--- src/rtl/output_line_fifo.sv ---
// rtl/output_line_fifo.sv - first-word fall-through output line buffer with stall back-pressure
module output_line_fifo #(
  parameter int DATA_WIDTH = 16,
  parameter int DEPTH      = 8,
  parameter int AF_LEVEL   = 6
) (
  input  logic                         clk,
  input  logic                         rst,
  input  logic                         clr,
  input  logic                         wr_en,
  input  logic [DATA_WIDTH-1:0]        wr_data,
  output logic                         stall,
  output logic                         almost_full,
  output logic                         out_valid,
  output logic [DATA_WIDTH-1:0]        out_data,
  input  logic                         out_ready,
  output logic [$clog2(DEPTH+1)-1:0]   count,
  output logic                         overflow_err
);

  localparam int AW = $clog2(DEPTH);
  localparam int CW = $clog2(DEPTH+1);

  logic [DATA_WIDTH-1:0] mem_q [DEPTH];
  logic [AW-1:0]         wr_ptr_q, wr_ptr_d;
  logic [AW-1:0]         rd_ptr_q, rd_ptr_d;
  logic [CW-1:0]         count_q, count_d;
  logic                  overflow_q, overflow_d;
  logic                  full, empty, push, pop;

  // Status flags come only from registered count, so out_ready never reaches stall.
  assign full  = (count_q == CW'(DEPTH));
  assign empty = (count_q == '0);
  assign push  = wr_en && !full && !clr;
  assign pop   = !empty && out_ready && !clr;

  always_comb begin
    wr_ptr_d   = wr_ptr_q;
    rd_ptr_d   = rd_ptr_q;
    count_d    = count_q;
    overflow_d = overflow_q | (wr_en && full);
    if (clr) begin
      wr_ptr_d = '0;
      rd_ptr_d = '0;
      count_d  = '0;
    end else begin
      if (push) wr_ptr_d = wr_ptr_q + AW'(1);
      if (pop)  rd_ptr_d = rd_ptr_q + AW'(1);
      if (push && !pop)      count_d = count_q + CW'(1);
      else if (pop && !push) count_d = count_q - CW'(1);
    end
  end

  always_ff @(posedge clk) begin
    if (rst) begin
      wr_ptr_q   <= '0;
      rd_ptr_q   <= '0;
      count_q    <= '0;
      overflow_q <= 1'b0;
    end else begin
      wr_ptr_q   <= wr_ptr_d;
      rd_ptr_q   <= rd_ptr_d;
      count_q    <= count_d;
      overflow_q <= overflow_d;
    end
  end

  always_ff @(posedge clk) begin
    if (!rst && push) mem_q[wr_ptr_q] <= wr_data;
  end

  assign stall        = full;
  assign almost_full  = (count_q >= CW'(AF_LEVEL));
  assign out_valid    = !empty;
  assign out_data     = empty ? '0 : mem_q[rd_ptr_q];
  assign count        = count_q;
  assign overflow_err = overflow_q;

endmodule

--- config.mk ---
export PLATFORM = sky130hd
export DESIGN_NAME = output_line_fifo
export DESIGN_NICKNAME = d
export VERILOG_FILES = /design/src/rtl/output_line_fifo.sv
export SDC_FILE = /design/constraint.sdc
export NUM_CORES = 1
export LEC_CHECK = 0
export ABC_AREA = 1
export BUFFER_PORTS_ARGS = -buffer_cell sky130_fd_sc_hd__buf_2
export CAP_MARGIN = 20
export CELL_PAD_IN_SITES_DETAIL_PLACEMENT = 1
export CELL_PAD_IN_SITES_GLOBAL_PLACEMENT = 1
export CORE_MARGIN = 5
export CORE_UTILIZATION = 50
export DETAILED_ROUTE_END_ITERATION = 8
export GPL_TIMING_DRIVEN = 1
export HOLD_SLACK_MARGIN = 0.15
export PLACE_DENSITY = 0.84
export SYNTH_ARGS = -nofsm -noshare
export SYNTH_HDL_FRONTEND = slang
export SYNTH_SLANG_ARGS = --single-unit
--- constraint.sdc ---
create_clock -name clk -period 3.2 [get_ports clk]
set_input_delay 0.64 -clock clk [delete_from_list [all_inputs] [get_ports clk]]
set_output_delay 0.64 -clock clk [all_outputs]
set_load 0.02 [all_outputs]
==> results.txt, run 1 <==
status -> completed
critical path launch point type -> flop
Initial Util -> 51.49%
Routed Antenna Nets -> 0
Min Clock Period, post-route -> 2.799 ns
DR pass1 iterations -> 4
Clock power frac -> 48.3%
Max stage delay on crit path -> 0.45 ns
Lkg Pwr -> 3.168 nW
Syn Inst Count -> 632
CP most frequent cell -> nand2_1
CTS buffer count -> 17
Post-DP HPWL -> 9.841 mm
Critical path buffers and inverters -> 3
CTS Buffer Depth -> 2
critical path type -> flop to output port
cts repair resizes -> 0
Slew Limit Headroom -> 52.45%
largest net degree at the start of global routing -> 65
f_max -> 357.3 MHz
synthesized area -> 6236 um^2
first-pass GRT wire length -> 26.41 mm
Clock Skews -> 0.004657 ns
fraction of layout cells with a size suffix above 1 -> 14.02%
Iteration-0 DRC Markers -> 238
Clock transition at path regs -> 0.06 ns
Final Cell Area -> 7267 um^2
Final Hold Vio Count -> 0
internal power -> 3.490 mW
reg2reg start -> count[0]
maximum fanout along the worst path -> 35
setup violators final -> 0
drt total wl -> 16.47 mm
io pins -> 45
min-delay src -> overflow_err
Clock Latency Late Sink -> 0.42 ns
Synth Warn # -> 0
Antenna Diode Count -> 0
Syn Area/Cell -> 9.867 um^2
worst vdd ir -> 0.0006005 V
GRT Util Overall -> 23.70%
initial antenna violation count -> 1
commonest non-fill, non-tap cell in the layout -> nand2_1
die width -> 121.7 um
CP max stage cell -> inv_2
Pwr Density -> 612.7 nW/um^2
DRC viols -> 0
Logic pwr share -> 5.8%
IO buf count -> 44
Setup TNS -> 0 ns
Least-Margin Pin Slew -> 0.7133 ns
postcts setup bufs -> 0
Worst Hold Class -> flop to flop
Area Growth Syn to Fin -> 16.53%
commonest cells after routing, fill and taps aside -> nand2_1, edfxtp_1, inv_1
FF+latch count, synth -> 142
synth unique cells -> 23
sequential share of power -> 45.9%
crit-path leading delay family -> buffers and inverters
CTS Root Cell -> clkbuf_16
H-tree levels -> 4
Placed Area -> 6621 um^2
Core Region -> 12110 um^2
CTS tree -> yes
worst path cell trace -> inv_2 -> buf_12 -> nand2_1 -> nand2_1 -> nand2_1 -> nand2_1 -> nor2_1 -> nor2_1 -> buf_2
period utilization -> 87.45%
num rows -> 40
clock sink count -> 142
number of nets in the layout -> 713
CTS Hold Bufs -> 0
area of the die -> 14800 um^2
Switch Pwr -> 962.3 uW
die height -> 121.7 um
gr ovfl total -> 0
Synth Net Count -> 659
critical path endpoint category -> output port
WP data required -> 2.56 ns
vias in the first global route -> 5071
DR vias/cell -> 5.175
WP data arrival -> 2.16 ns
Placer Congestion -> 0.8369
post-synthesis sequential area ratio -> 66.13%
Routed WL per cell -> 18.99 um
RSZ-0062 raised after global routing -> no
via count -> 4487
Sw Ratio -> 21.61%
Slew Limit Fails -> 0
Max-Cap Viols -> 0
## cell type report
| class | instances | area [um^2] |
|---|---|---|
| multi-input combinational | 382 | 1618 |
| fill | 1346 | 4845 |
| clock buffer | 18 | 429.2 |
| sequential | 142 | 4125 |
| inverter | 82 | 307.8 |
| clock inverter | 14 | 216.5 |
| tap | 168 | 210.2 |
| timing repair buffer | 61 | 360.3 |
## logic make-up after synthesis
group,Yosys count,synth area share (%)
and+or+nand+nor,361,23.19
DFF,142,66.13
buffers and inverters,108,7.925
AOI/OAI and AO/OA,13,1.144
adders and majority gates,6,1.324
xor gates and xnor gates,2,0.2810
## sequential cells by signal, indices dropped and copies added (netlist names), named ones only
name / flops
wr_ptr_q: 3
mem_q: 128
overflow_err: 1
count: 4
rd_ptr_q: 3
## metrics by stage
| stage | util [%] | cells | worst slack, ns | power [mW] | hold WS (ns) |
|---|---|---|---|---|---|
| final | 60.00 | 867 | 0.4014 | 4.453 | 0.4723 |
| after CTS | 60.00 | 867 | 0.3377 | 4.495 | 0.4680 |
| after floorplan | - | 632 | 0.9905 | 2.237 | 0.4557 |
| after detailed placement | 54.67 | 835 | 0.6354 | 2.339 | 0.4566 |
| after global routing | 60.00 | 867 | 0.2618 | 4.606 | 0.4827 |
| after global placement | 54.67 | 835 | 0.7636 | 2.322 | 0.4447 |
## per-layer routing
metal / vias up / global-route usage (%) / wire length (um)
li1: 2126 / - / -
met1: 2227 / 27.22 / 6448
met2: 104 / 44.32 / 9048
met3: 28 / 4.875 / 727
met4: 2 / 7.073 / 227
met5: - / 0 / 13
## synthesized netlist by cell type
cell	count	area (um^2)
dfxtp_1	14	280.3
nand3_1	57	285.3
buf_6	4	45.04
nor2_2	1	6.260
o21a_1	1	7.510
buf_2	14	70.07
edfxtp_1	128	3844
buf_4	5	37.54
inv_1	81	304.0
nor2_1	50	187.7
inv_2	1	3.750
nand2_1	249	934.7
nand3_2	2	20.02
o21ai_0	3	15.01
or2_1	1	6.260
buf_8	2	30.03
a21oi_2	1	8.760
buf_1	1	3.750
xor2_1	2	17.52
fa_1	1	20.02
ha_1	5	62.56
or2_2	1	6.260
a21oi_1	8	40.04
## power by group through the flow
| stage | sequential [mW] | clock (mW) | combinational, mW |
|---|---|---|---|
| after floorplan | 2.08 | 0 | 0.153 |
| after detailed placement | 2.08 | 0 | 0.257 |
| after global placement | 2.08 | 0 | 0.242 |
| final | 2.04 | 2.15 | 0.257 |
| after CTS | 2.04 | 2.19 | 0.261 |
| after global routing | 2.04 | 2.28 | 0.285 |
## path summary, 6_finish.rpt
| check | slack (ns) | end | cells past startpoint |
|---|---|---|---|
| setup / recovery | 0.40 | out_data[0] | 9 |
| hold / removal | 0.47 | overflow_err | 1 |
| setup reg to reg | 0.77 | count[3] | 11 |
| hold reg to reg | 0.47 | overflow_err | 1 |
(Power assumes the default switching activity.)
==> run 2, diff against run 1 <==
--- a/config.mk
+++ b/config.mk
@@ -5,7 +5,6 @@
 export SDC_FILE = /design/constraint.sdc
 export NUM_CORES = 1
 export LEC_CHECK = 0
-export ABC_AREA = 1
 export BUFFER_PORTS_ARGS = -buffer_cell sky130_fd_sc_hd__buf_2
 export CAP_MARGIN = 20
 export CELL_PAD_IN_SITES_DETAIL_PLACEMENT = 1
@@ -15,7 +14,7 @@
 export DETAILED_ROUTE_END_ITERATION = 8
 export GPL_TIMING_DRIVEN = 1
 export HOLD_SLACK_MARGIN = 0.15
-export PLACE_DENSITY = 0.84
+export PLACE_DENSITY = 0.78
 export SYNTH_ARGS = -nofsm -noshare
 export SYNTH_HDL_FRONTEND = slang
 export SYNTH_SLANG_ARGS = --single-unit
==> run 2 against run 1 <==
Compared with the run above: via count decreased by 37%; sequential power is essentially flat; global-route usage fell by 5.0 points; worst setup slack got worse by 0.10 ns; synthesized cell count down 55%; total power fell by 7.1%; count of clock-buffer cells in the layout is 6 higher; flip-flop and latch count did not move; area after synthesis shrank 9.8%; non-clock buffer count down 3; core utilization grew 1.4 points; hold slack got worse by 0.0037 ns.
==> results.txt, run 2 <==
ranking of synthesized cells by area -> edfxtp_1, mux4_2, dfxtp_1, mux2i_1, nor2_1 (was edfxtp_1, nand2_1, inv_1, nand3_1, dfxtp_1)
IO buf count -> 44 (unchanged)
RSZ-0062 raised after global routing -> no (unchanged)
CTS Buffer Depth -> 2 (unchanged)
Slew Limit Fails -> 0 (unchanged)
Power, Total -> 4.135 mW (was 4.453 mW)
Initial Util -> 51.44% (was 51.49%)
setup violators final -> 0 (unchanged)
worst vdd ir -> 0.0003516 V (was 0.0006005 V)
synth unique cells -> 34 (was 23)
Post-synth top flop -> edfxtp_1 (unchanged)
H-tree levels -> 4 (unchanged)
gr ovfl total -> 0 (unchanged)
Synth Net Count -> 312 (was 659)
via count -> 2809 (was 4487)
CTS Root Cell -> clkbuf_16 (unchanged)
post-synth top area share -> 68.33% (was 61.64%)
post-synthesis sequential area ratio -> 73.31% (was 66.13%)
Core Region -> 10940 um^2 (was 12110 um^2)
Syn Inst Count -> 285 (was 632)
vias in the first global route -> 3133 (was 5071)
Post-DP HPWL -> 7.041 mm (was 9.841 mm)
WHS Path Cells -> 2 (was 1)
io pins -> 45 (unchanged)
DR pass1 iterations -> 4 (unchanged)
CTS Hold Bufs -> 0 (unchanged)
RR Endpoint -> count[3] (unchanged)
die height -> 116.1 um (was 121.7 um)
DRC viols -> 0 (unchanged)
commonest cells after routing, fill and taps aside -> edfxtp_1, buf_2, nor2_1 (was nand2_1, edfxtp_1, inv_1)
max FFs per register -> 128 (unchanged)
die width -> 116.1 um (was 121.7 um)
critical path endpoint category -> output port (unchanged)
Routed WL per cell -> 22.43 um (was 18.99 um)
WP data arrival -> 2.26 ns (was 2.16 ns)
Min Clock Period, post-route -> 2.898 ns (was 2.799 ns)
status -> completed (unchanged)
initial antenna violation count -> 0 (was 1)
largest net degree at the start of global routing -> 33 (was 65)
Pwr Density -> 615.6 nW/um^2 (was 612.7 nW/um^2)
Routed Antenna Nets -> 0 (unchanged)
Biggest register -> mem_q (unchanged)
FF+latch count, synth -> 142 (unchanged)
flop-to-flop setup slack -> 0.31 ns (was 0.77 ns)
Final Hold Vio Count -> 0 (unchanged)
Max-Cap Viols -> 0 (unchanged)
Worst Hold Class -> flop to flop (unchanged)
number of nets in the layout -> 376 (was 713)
Worst Hold Path EP -> overflow_err (unchanged)
Clock Skews -> 0.01026 ns (was 0.004657 ns)
Critical path buffers and inverters -> 2 (was 3)
Final Cell Area -> 6716 um^2 (was 7267 um^2)
Placed Area -> 6143 um^2 (was 6621 um^2)
clock sink count -> 142 (unchanged)
Slew Limit Headroom -> 59.40% (was 52.45%)
Least-Margin Pin Slew -> 0.6057 ns (was 0.7133 ns)
critical path launch point type -> flop (unchanged)
DR vias/cell -> 5.596 (was 5.175)
reg2reg start -> count[0] (unchanged)
critical path type -> flop to output port (unchanged)
CTS buffer count -> 17 (unchanged)
Crit path depth -> 5 (was 9)
Setup TNS -> 0 ns (unchanged)
f_max -> 345.1 MHz (was 357.3 MHz)
Area Growth Syn to Fin -> 19.39% (was 16.53%)
Syn Area/Cell -> 19.74 um^2 (was 9.867 um^2)
Max stage delay on crit path -> 0.61 ns (was 0.45 ns)
fraction of layout cells with a size suffix above 1 -> 37.57% (was 14.02%)
Async SR Flop Fraction -> 0% (unchanged)
Placer Congestion -> 0.6815 (was 0.8369)
Synth Warn # -> 0 (unchanged)
period utilization -> 90.56% (was 87.45%)
Post-synth top cells -> edfxtp_1, nor2_1, mux4_2 (was nand2_1, edfxtp_1, inv_1)
num rows -> 38 (was 40)
synthesized area -> 5625 um^2 (was 6236 um^2)
cts repair resizes -> 0 (unchanged)
top-count cell post-synth -> edfxtp_1 (was nand2_1)
min-delay src -> overflow_err (unchanged)
area of the die -> 13470 um^2 (was 14800 um^2)
Antenna Diode Count -> 0 (unchanged)
maximum fanout along the worst path -> 12 (was 35)
CP max stage cell -> dfxtp_2 (was inv_2)
R2R cell count -> 10 (was 11)
commonest non-fill, non-tap cell in the layout -> edfxtp_1 (was nand2_1)
first-pass GRT wire length -> 18.07 mm (was 26.41 mm)
Clock Latency Late Sink -> 0.41 ns (was 0.42 ns)
Clock transition at path regs -> 0.06 ns (about the same)
number of flops mapped to enable cells by yosys -> 128 (unchanged)
crit-path leading delay family -> multiplexers (was buffers and inverters)
WP data required -> 2.56 ns (about the same)
Lkg Pwr -> 2.256 nW (was 3.168 nW)
CTS tree -> yes (unchanged)
worst path cell trace -> buf_4 -> mux4_2 -> mux2i_1 -> nor2_1 -> buf_2 (was inv_2 -> buf_12 -> nand2_1 -> nand2_1 -> nand2_1 -> nand2_1 -> nor2_1 -> nor2_1 -> buf_2)
GRT Util Overall -> 18.73% (was 23.70%)
drt total wl -> 11.26 mm (was 16.47 mm)
Yosys top cell by area -> edfxtp_1 (unchanged)
postcts setup bufs -> 0 (unchanged)
Iteration-0 DRC Markers -> 190 (was 238)
run 2: changes by cell type in the layout (fill, tap and decap cells not counted), moves of 4 or more:
cell,previous run,this run
nand2_1,249,6
clkinvlp_4,6,0
xnor2_1,0,4
buf_12,1,5
mux4_2,0,32
inv_4,0,4
buf_4,16,9
a21oi_1,8,4
nor2_1,50,33
nand3_1,57,2
bufinv_16,5,0
mux2i_1,0,18
inv_1,81,4
run 2: tightest hold or removal path, stage by stage, from the launching register on:
cell	delay, ns
dfxtp_1	0.32
a21oi_1	0.04
nor2_1	0.07
run 2: per-layer routing:
layer | global-route usage, % | vias to the layer above | share of wire, %
met4 | 5.955 | 0 | 0.94
met1 | 23.47 | 1476 | 41
met2 | 31.65 | 56 | 54
met5 | 0 | - | 0
met3 | 5.431 | 10 | 4.3
li1 | - | 1267 | -
run 2: cell type report:
type                    instances  area, um^2
repair buffers                 58       387.9
clock inverters                 8       48.80
clock buffers                  24       524.3
flip-flops and latches        142        4125
multi-input cells             125        1431
inverters                       5       23.77
fillers                       979        4219
well taps                     140       175.2
run 2: how the worst max path moves through the flow:
| stage | start | end | slack, ns |
|---|---|---|---|
| final | flop | out_data[3] | 0.30 |
| after global routing | count[0] | count[3] | 0.11 |
| after CTS | flop | out_data[3] | 0.23 |
| after detailed placement | clr | count[3] | 0.30 |
| after global placement | clr | count[3] | 0.39 |
| after floorplan | count[1] | mem_q[2][0] | 0.32 |
run 2: logic make-up (layout without fill, tap and decap cells):
kind of cell	Yosys count	count (layout)	share of synthesized area, %
compound gates	7	7	0.8008
xor+xnor	6	6	1.068
fa+ha+maj	6	6	1.468
buf+inv	18	95	1.668
flops	142	142	73.31
mux	50	50	16.01
simple gates	56	56	5.672
run 2: power by group:
| group | leakage, nW | internal [mW] | total [mW] | switching (mW) |
|---|---|---|---|---|
| combinational | 0.698 | 0.0860 | 0.230 | 0.144 |
| sequential | 1.27 | 2.03 | 2.05 | 0.0136 |
| clock | 0.292 | 1.14 | 1.86 | 0.714 |
| total | 2.26 | 3.26 | 4.13 | 0.871 |
run 2: metrics by stage:
step	utilization (%)	worst slack, ns	cells	hold WS (ns)
2_1_floorplan	-	0.3169	285	0.4902
5_1_grt	61.42	0.1095	502	0.4951
6_report	61.42	0.3019	502	0.4686
3_5_place_dp	56.18	0.2966	470	0.4667
4_1_cts	61.42	0.2255	502	0.4819
3_3_place_gp	56.18	0.3895	470	0.4528
